`src/rtl/uart_tx_packetizer.sv`:
```
// uart_tx_packetizer: buffers channel-tagged 16-bit samples in a small FIFO and
// serialises each one into a 5-byte frame (SYNC, CHAN, MSB, LSB, CSUM) handed
// to the UART TX controller one byte at a time over a valid/ready handshake.
module uart_tx_packetizer #(
   parameter int         FIFO_DEPTH = 8,
   parameter int         ADDR_W     = 3,
   parameter int         CH_W       = 2,
   parameter logic [7:0] SYNC_BYTE  = 8'hA5
) (
   input  logic              clk,
   input  logic              reset_b,
   input  logic [15:0]       sample_in,
   input  logic [CH_W-1:0]   sample_ch,
   input  logic              sample_valid,
   output logic              sample_ready,
   output logic [7:0]        tx_byte,
   output logic              tx_byte_valid,
   input  logic              tx_byte_ready,
   output logic [ADDR_W:0]   fifo_level,
   output logic [7:0]        overflow_cnt,
   output logic              busy
);

   localparam int              ENTRY_W = CH_W + 16;
   localparam logic [ADDR_W:0] DEPTH_L = (ADDR_W + 1)'(FIFO_DEPTH);

   typedef enum logic [2:0] {
      ST_IDLE,
      ST_SYNC,
      ST_CHAN,
      ST_MSB,
      ST_LSB,
      ST_CSUM
   } state_t;

   logic [ENTRY_W-1:0] mem [FIFO_DEPTH];
   logic [ADDR_W-1:0]  wr_ptr_reg;
   logic [ADDR_W-1:0]  rd_ptr_reg;
   logic [ADDR_W:0]    level_reg;
   logic [7:0]         overflow_reg;

   state_t             state_reg;
   state_t             state_next;
   logic [CH_W-1:0]    ch_reg;
   logic [15:0]        data_reg;
   logic [7:0]         tx_byte_reg;
   logic [7:0]         tx_byte_next;
   logic               tx_valid_reg;

   logic               full;
   logic               empty;
   logic               push;
   logic               pop;
   logic               drop;
   logic [7:0]         chan_byte;
   logic [7:0]         csum_byte;

   // FIFO status comes only from registered level, so tx_byte_ready never
   // reaches sample_ready combinationally.
   assign full      = (level_reg == DEPTH_L);
   assign empty     = (level_reg == '0);
   assign push      = sample_valid && !full;
   assign drop      = sample_valid && full;
   assign pop       = (state_reg == ST_IDLE) && !empty;
   assign chan_byte = 8'(ch_reg);
   assign csum_byte = chan_byte ^ data_reg[15:8] ^ data_reg[7:0];

   // Sample storage; contents need no reset since pointers define validity.
   always_ff @(posedge clk) begin
      if (push) begin
         mem[wr_ptr_reg] <= {sample_ch, sample_in};
      end
   end

   // FIFO pointers, occupancy and saturating drop counter.
   always_ff @(posedge clk or negedge reset_b) begin
      if (!reset_b) begin
         wr_ptr_reg   <= '0;
         rd_ptr_reg   <= '0;
         level_reg    <= '0;
         overflow_reg <= '0;
      end else begin
         if (push) wr_ptr_reg <= wr_ptr_reg + 1'b1;
         if (pop)  rd_ptr_reg <= rd_ptr_reg + 1'b1;
         case ({push, pop})
            2'b10:   level_reg <= level_reg + 1'b1;
            2'b01:   level_reg <= level_reg - 1'b1;
            default: level_reg <= level_reg;
         endcase
         if (drop && (overflow_reg != 8'hFF)) begin
            overflow_reg <= overflow_reg + 1'b1;
         end
      end
   end

   // Frame state, frame registers and the registered byte offered downstream.
   always_ff @(posedge clk or negedge reset_b) begin
      if (!reset_b) begin
         state_reg    <= ST_IDLE;
         ch_reg       <= '0;
         data_reg     <= '0;
         tx_byte_reg  <= 8'h00;
         tx_valid_reg <= 1'b0;
      end else begin
         state_reg    <= state_next;
         tx_byte_reg  <= tx_byte_next;
         tx_valid_reg <= (state_next != ST_IDLE);
         if (pop) begin
            {ch_reg, data_reg} <= mem[rd_ptr_reg];
         end
      end
   end

   // Next state walks the frame one byte per accepted handshake; the byte for
   // the upcoming state is precomputed so tx_byte is a plain register.
   always_comb begin
      state_next   = state_reg;
      tx_byte_next = tx_byte_reg;
      case (state_reg)
         ST_IDLE: if (!empty)       state_next = ST_SYNC;
         ST_SYNC: if (tx_byte_ready) state_next = ST_CHAN;
         ST_CHAN: if (tx_byte_ready) state_next = ST_MSB;
         ST_MSB:  if (tx_byte_ready) state_next = ST_LSB;
         ST_LSB:  if (tx_byte_ready) state_next = ST_CSUM;
         ST_CSUM: if (tx_byte_ready) state_next = ST_IDLE;
         default:                    state_next = ST_IDLE;
      endcase
      case (state_next)
         ST_SYNC: tx_byte_next = SYNC_BYTE;
         ST_CHAN: tx_byte_next = chan_byte;
         ST_MSB:  tx_byte_next = data_reg[15:8];
         ST_LSB:  tx_byte_next = data_reg[7:0];
         ST_CSUM: tx_byte_next = csum_byte;
         default: tx_byte_next = tx_byte_reg;
      endcase
   end

   assign sample_ready  = !full;
   assign tx_byte       = tx_byte_reg;
   assign tx_byte_valid = tx_valid_reg;
   assign fifo_level    = level_reg;
   assign overflow_cnt  = overflow_reg;
   assign busy          = (state_reg != ST_IDLE) || !empty;

endmodule

```
`config.mk`:
```
export PLATFORM = sky130hd
export DESIGN_NAME = uart_tx_packetizer
export DESIGN_NICKNAME = d
export VERILOG_FILES = /design/src/rtl/uart_tx_packetizer.sv
export SDC_FILE = /design/constraint.sdc
export NUM_CORES = 1
export LEC_CHECK = 0
export ABC_AREA = 1
export CAP_MARGIN = 30
export CELL_PAD_IN_SITES_DETAIL_PLACEMENT = 0
export CELL_PAD_IN_SITES_GLOBAL_PLACEMENT = 2
export CORE_UTILIZATION = 44
export CTS_CLUSTER_DIAMETER = 60
export DETAILED_ROUTE_END_ITERATION = 7
export HOLD_SLACK_MARGIN = 0.05
export PLACE_DENSITY_LB_ADDON = 0.1
export SLEW_MARGIN = 40
export SYNTH_ARGS = -nofsm -noshare
export SYNTH_HDL_FRONTEND = slang
export SYNTH_SLANG_ARGS = --single-unit
```
`constraint.sdc`:
```
create_clock -name clk -period 4.9 [get_ports clk]
set_input_delay 0.98 -clock clk [delete_from_list [all_inputs] [get_ports clk]]
set_output_delay 0.98 -clock clk [all_outputs]
set_load 0.01 [all_outputs]
```
# Yosys cells after proc, flatten, opt, wreduce, memory -nomap -nowiden
# Memories as Yosys holds them, arrays and structs flattened. A register that Yosys moved wholly into a read port is not among the register bits.
# Cells that the tools add are included.
word_totals:
  regBits: 30
  ram_bits: 144
  input_bits: 22
  output_inout_bits: 23
  wordCells: 54
  memories: 1
op_classes:
  n_addsub: 5
  n_eq_ne: 14
  muxes: 11
  bitwise_logic: 2
  n_reduce_logical: 14
mem_list:
  columns: ["name", "words", "width", "rd", "rd_clocked_by_memory_dff", "write_ports", "line", "rtl"]
  rows:
  - ["mem", 8, 18, 1, 1, 1, "36", "logic [ENTRY_W-1:0] mem [FIFO_DEPTH];"]
op_table:
  columns: ["operator", "count"]
  rows:
  - ["$pmux W8 S5", 1]
  - ["$mux W3", 6]
  - ["$pmux W3 S6", 1]
  - ["$eq A3 B2 Y1 const B", 4]
  - ["$eq A3 B3 Y1 const B", 4]
  - ["$add A8 B1 Y8 const B", 1]
  - ["$ne A8 B8 Y1 const B", 1]
  - ["$pmux W4 S2", 1]
  - ["$xor A2 B8 Y8", 1]
  - ["$xor A8 B8 Y8", 1]
  - ["$add A3 B1 Y3 const B", 2]
  - ["$eq A3 B1 Y1 const B", 2]
  - ["$reduce_bool A3 Y1", 2]
  - ["$reduce_bool A5 Y1", 1]
  - ["$add A4 B1 Y4 const B", 1]
  - ["$eq A4 B4 Y1 const B", 1]
  - ["$logic_and A1 B1 Y1", 4]
  - ["$logic_not A4 Y1", 1]
  - ["$sub A4 B1 Y4 const B", 1]
  - ["$logic_not A1 Y1", 3]
  - ["$logic_not A3 Y1", 1]
  - ["$eq A2 B1 Y1 const B", 1]
  - ["$eq A2 B2 Y1 const B", 1]
  - ["$mux W1", 2]
  - ["2 further kinds", 2]

# Depth between registers and ports, before layout
logic_depth:
  ltp_word: 5
  ltp_mapped: 13
  depth_no_buf: 12

# Least setup slack after synthesis
# OpenSTA, ideal clock, no wires.
synth_timing:
  kind: "input -> register"
  startpoint: "input sample_valid"
  endpoint: "memory mem[0][0] in the netlist's numbering, enable pin"
  setup_time_ns: 0.392
  arrival_time_ns: 2.175
  t_required_ns: 4.508
  slack_ns: 2.333
  stages: 3
  n_path_buf: 0
  path_cell_list: "nand2_1 > or2_2 > nor2_1"
synth_between:
  elab_chain_len: 3
synth_lines:
  columns: ["element", "line", "rtl"]
  rows:
  - ["start: declaration", "14", "input logic sample_valid,"]
  - ["$logic_and A1 B1 Y1", "62", "assign push = sample_valid && !full;"]
  - ["$mux W1", "70", "if (push) begin"]
  - ["$mux W1 (implied by the code)", "71", "mem[wr_ptr_reg] <= {sample_ch, sample_in};"]
  - ["end: declaration", "36", null]
# No other way between the ends.

# Worst setup path in the final report
layout_timing:
  startpoint: "register level_reg[0] (netlist: fifo_level[0])"
  endpoint: "output sample_ready"
layout_between:
  elab_chain_len: 2
layout_lines:
  columns: ["element", "line", "rtl"]
  rows:
  - ["start: declaration", "39", "logic [ADDR_W:0] level_reg;"]
  - ["start signal: assignment", "86", "2'b10: level_reg <= level_reg + 1'b1;"]
  - ["start signal: assignment", "87", "2'b01: level_reg <= level_reg - 1'b1;"]
  - ["start signal: assignment", "88", "default: level_reg <= level_reg;"]
  - ["$eq A4 B4 Y1", "60", "assign full = (level_reg == DEPTH_L);"]
  - ["$logic_not A1 Y1", "138", "assign sample_ready = !full;"]
  - ["end: declaration", "15", "output logic sample_ready,"]
# No other way between the ends.

==> summary.md <==
| Metric | Value |
|---|---|
| Outcome | `finished, final reports clean` |
| Slew Limit Fails | `0` |
| Antenna cell count | `0` |
| DRT iter0 DRCs | `304` |
| Critical path class | `reg2out` |
| Final hold violations | `0` |
| First-pass GRT wire length | `26,700 um` |
| Post-layout minimum cycle time | `2.81 ns` |
| Clock-pin transition on the worst setup and hold timing paths | `0.07 ns` |
| Dpl hpwl | `10,300 um` |
| Final Setup Violations | `0` |
| Yosys Warn Count | `0` |
| Startpoint Class | `flop` |
| Overall routing resource usage | `0.197` |
| Max stage delay on crit path | `0.51 ns` |
| Hold-fix buffers, CTS | `0` |
| Post-synthesis sequential area ratio | `0.690` |
| Worst hold path class | `reg2reg` |
| Fin nets | `764` |
| Worst hold slack | `0.496 ns` |
| Worst path cell trace | `nor2_1, nand3b_1, clkdlybuf4s50_1` |
| Grt ovf | `0` |
| Site row count | `48` |
| Leakage | `0.00338 uW` |
| Synth Area per Inst | `11.7 um2` |
| Cells after Synth | `687` |
| Post-DR wirelength/cell | `17.1 um` |
| Total Power | `5620 uW` |
| Pwr dens | `607 nW/um2` |
| Starting density of the core | `0.456` |
| CP arrival | `1.83 ns` |
| RSZ-0062 raised after global routing | `no` |
| Library cells used by synthesis | `34` |
| Slowest cell on the critical path | `clkdlybuf4s50_1` |
| Fin util | `0.529` |
| Final worst-path cycle share | `0.573` |
| Setup TNS Final | `0 ns` |
| Clk_skew | `0.0125 ns` |
| Layout cells sized above 1 | `0.0922` |
| Setup bufs post-CTS | `0` |
| Synthesized cell area | `8010 um2` |
| Area leader, netlist | `edfxtp_1` |
| Synth top area cells | `edfxtp_1 (54%), dfrtp_1 (15%), o21ai_0 (5.9%), nor2_1 (5.5%), nand2_1 (3.8%)` |
| Final wirelength | `16,700 um` |
| RD Place Congestion | `0.709` |
| Core box area | `17,500 um2` |
| Synth Register Bits | `192` |
| Vias in the first global route | `5,026` |
| Max reg flops | `144` |
| Die area | `18,700 um2` |
| Clock latency on the worst-skew pair | `0.43 ns` |
| Vias per inst | `5.18` |
| Vias | `5,036` |
| Register area | `5530 um2` |
| Die Wd | `137 um` |
| H-tree depth | `4` |
| PortBufs | `44` |
| CTS tree | `yes` |
| Largest net degree at the start of global routing | `75` |
| Maximum vdd drop | `269 uV` |
| Clk Tree Root Cell | `clkbuf_16` |
| CTS Buf Count | `17` |
| Crit path max fanout | `5` |
| Max-Cap Viols | `0` |
| Syn_nets | `716` |
| CTS Sinks | `192` |
| Pre-Repair DR Iteration Count | `4` |
| Crit path max-delay family | `buffers and inverters` |
| Crit end category | `primary output` |
| Post-cts resize count | `0` |
| Die Height | `137 um` |
| Post-route ant nets | `0` |
| Area Overhead vs Synth | `15.8%` |
| Area of the multi-input gates | `2200 um2` |
| Worst-Margin Slew | `0.806 ns` |
| DRC Markers | `0` |
| Required time worst endpoint | `3.92 ns` |
| Fill count | `1,494` |
| # IOs | `45` |
| Initial antenna violation count | `0` |
| Area share of the largest cell type after synthesis | `0.540` |
| Fmax | `0.356 GHz` |
| Rel. slew slack | `0.461` |
| CTS Buffer Depth | `2` |
| Worst Path Buf+Inv | `1` |
-- area by class of cell --
| class | instances | area share |
|---|---|---|
| Timing Repair Buffer | 59 | 0.0591 |
| Sequential cell | 192 | 0.597 |
| Tap cell | 225 | 0.0304 |
| Multi-Input combinational cell | 423 | 0.237 |
| Inverter | 42 | 0.0173 |
| Clock buffer | 18 | 0.0463 |
| Clock inverter | 14 | 0.0132 |
-- logic make-up (layout without fill, tap and decap cells) --
group | Yosys count | count (layout) | share of synthesized area
XOR/XNOR | 15 | 15 | 0.0164
flip-flops | 192 | 192 | 0.690
buffers and inverters | 72 | 133 | 0.0352
AO/OA/AOI/OAI | 155 | 155 | 0.110
multiplexers | 5 | 5 | 0.00625
AND/OR/NAND/NOR | 241 | 241 | 0.130
adder cells (fa/ha/maj) | 7 | 7 | 0.0119
-- cells in the final DEF, fill, tap and decap left out, types with 8 or more instances in the layout --
master           netlist  final
o211ai_1              38     38
nand3_1               15     15
clkdlybuf4s50_1        0     43
xor2_1                 8      8
inv_1                 33     32
clkbuf_16              0     17
o21ai_1               11     11
buf_4                  0     15
dfrtp_1               48     46
o21ai_0               95     95
nand2_1               81     81
nor2_1               117    117
edfxtp_1             144    144
-- tightest hold or removal path, cell delays in order, from the launching register on --
cell and delay [ns]:
dfrtp_1 0.34, a21oi_1 0.07, nand3_1 0.06
-- layer usage --
layer  wire [um]  track usage  up-vias
li1            -            -     2503
met1        7620        0.252     2428
met2        8350        0.333       87
met3         464       0.0393       18
met4         244       0.0726        0
met5           0            0        -
-- per-stage QoR --
stage	std cells	setup slack, ns	instance area, um2
final	973	2.09	9270
after global routing	973	1.93	9270
after CTS	973	2.04	9270
after detailed placement	941	1.69	8720
after global placement	941	1.72	8720
after floorplan	687	2.33	8010
-- report_power, final --
| group | switching, uW | total (uW) | internal, uW |
|---|---|---|---|
| Combinational | 1250 | 1960 | 710 |
| Clock | 628 | 1300 | 668 |
| Sequential | 237 | 2360 | 2130 |
| Total | 2120 | 5620 | 3500 |
-- final timing paths --
kind	from	end	slack [ns]	cells after the start
max in group asynchronous	reset_b	rd_ptr_reg[0]	3.77	2
worst max register to register	fifo_level[0]	fifo_level[3]	2.18	12
min in group asynchronous	reset_b	overflow_cnt[3]	0.63	2
worst min-delay path	data_reg[1]	tx_byte[1]	0.50	2
worst min register to register	data_reg[1]	tx_byte[1]	0.50	2
worst max-delay path	fifo_level[0]	sample_ready	2.09	3
-- cell usage after synthesis (all sizes together) --
library cell	count
nand2	88
o21ai	106
xor2	8
nor3	2
nand3b	5
o22ai	5
clkbuf	19
dfrtp	48
xnor2	7
a21oi	6
or2	5
nand4	5
inv	40
edfxtp	144
fa	1
nor4	1
ha	6
buf	11
mux2i	5
nor2	119
clkinv	2
o211ai	38
nand3	16
No activity file was read; power rests on OpenSTA's default activity.
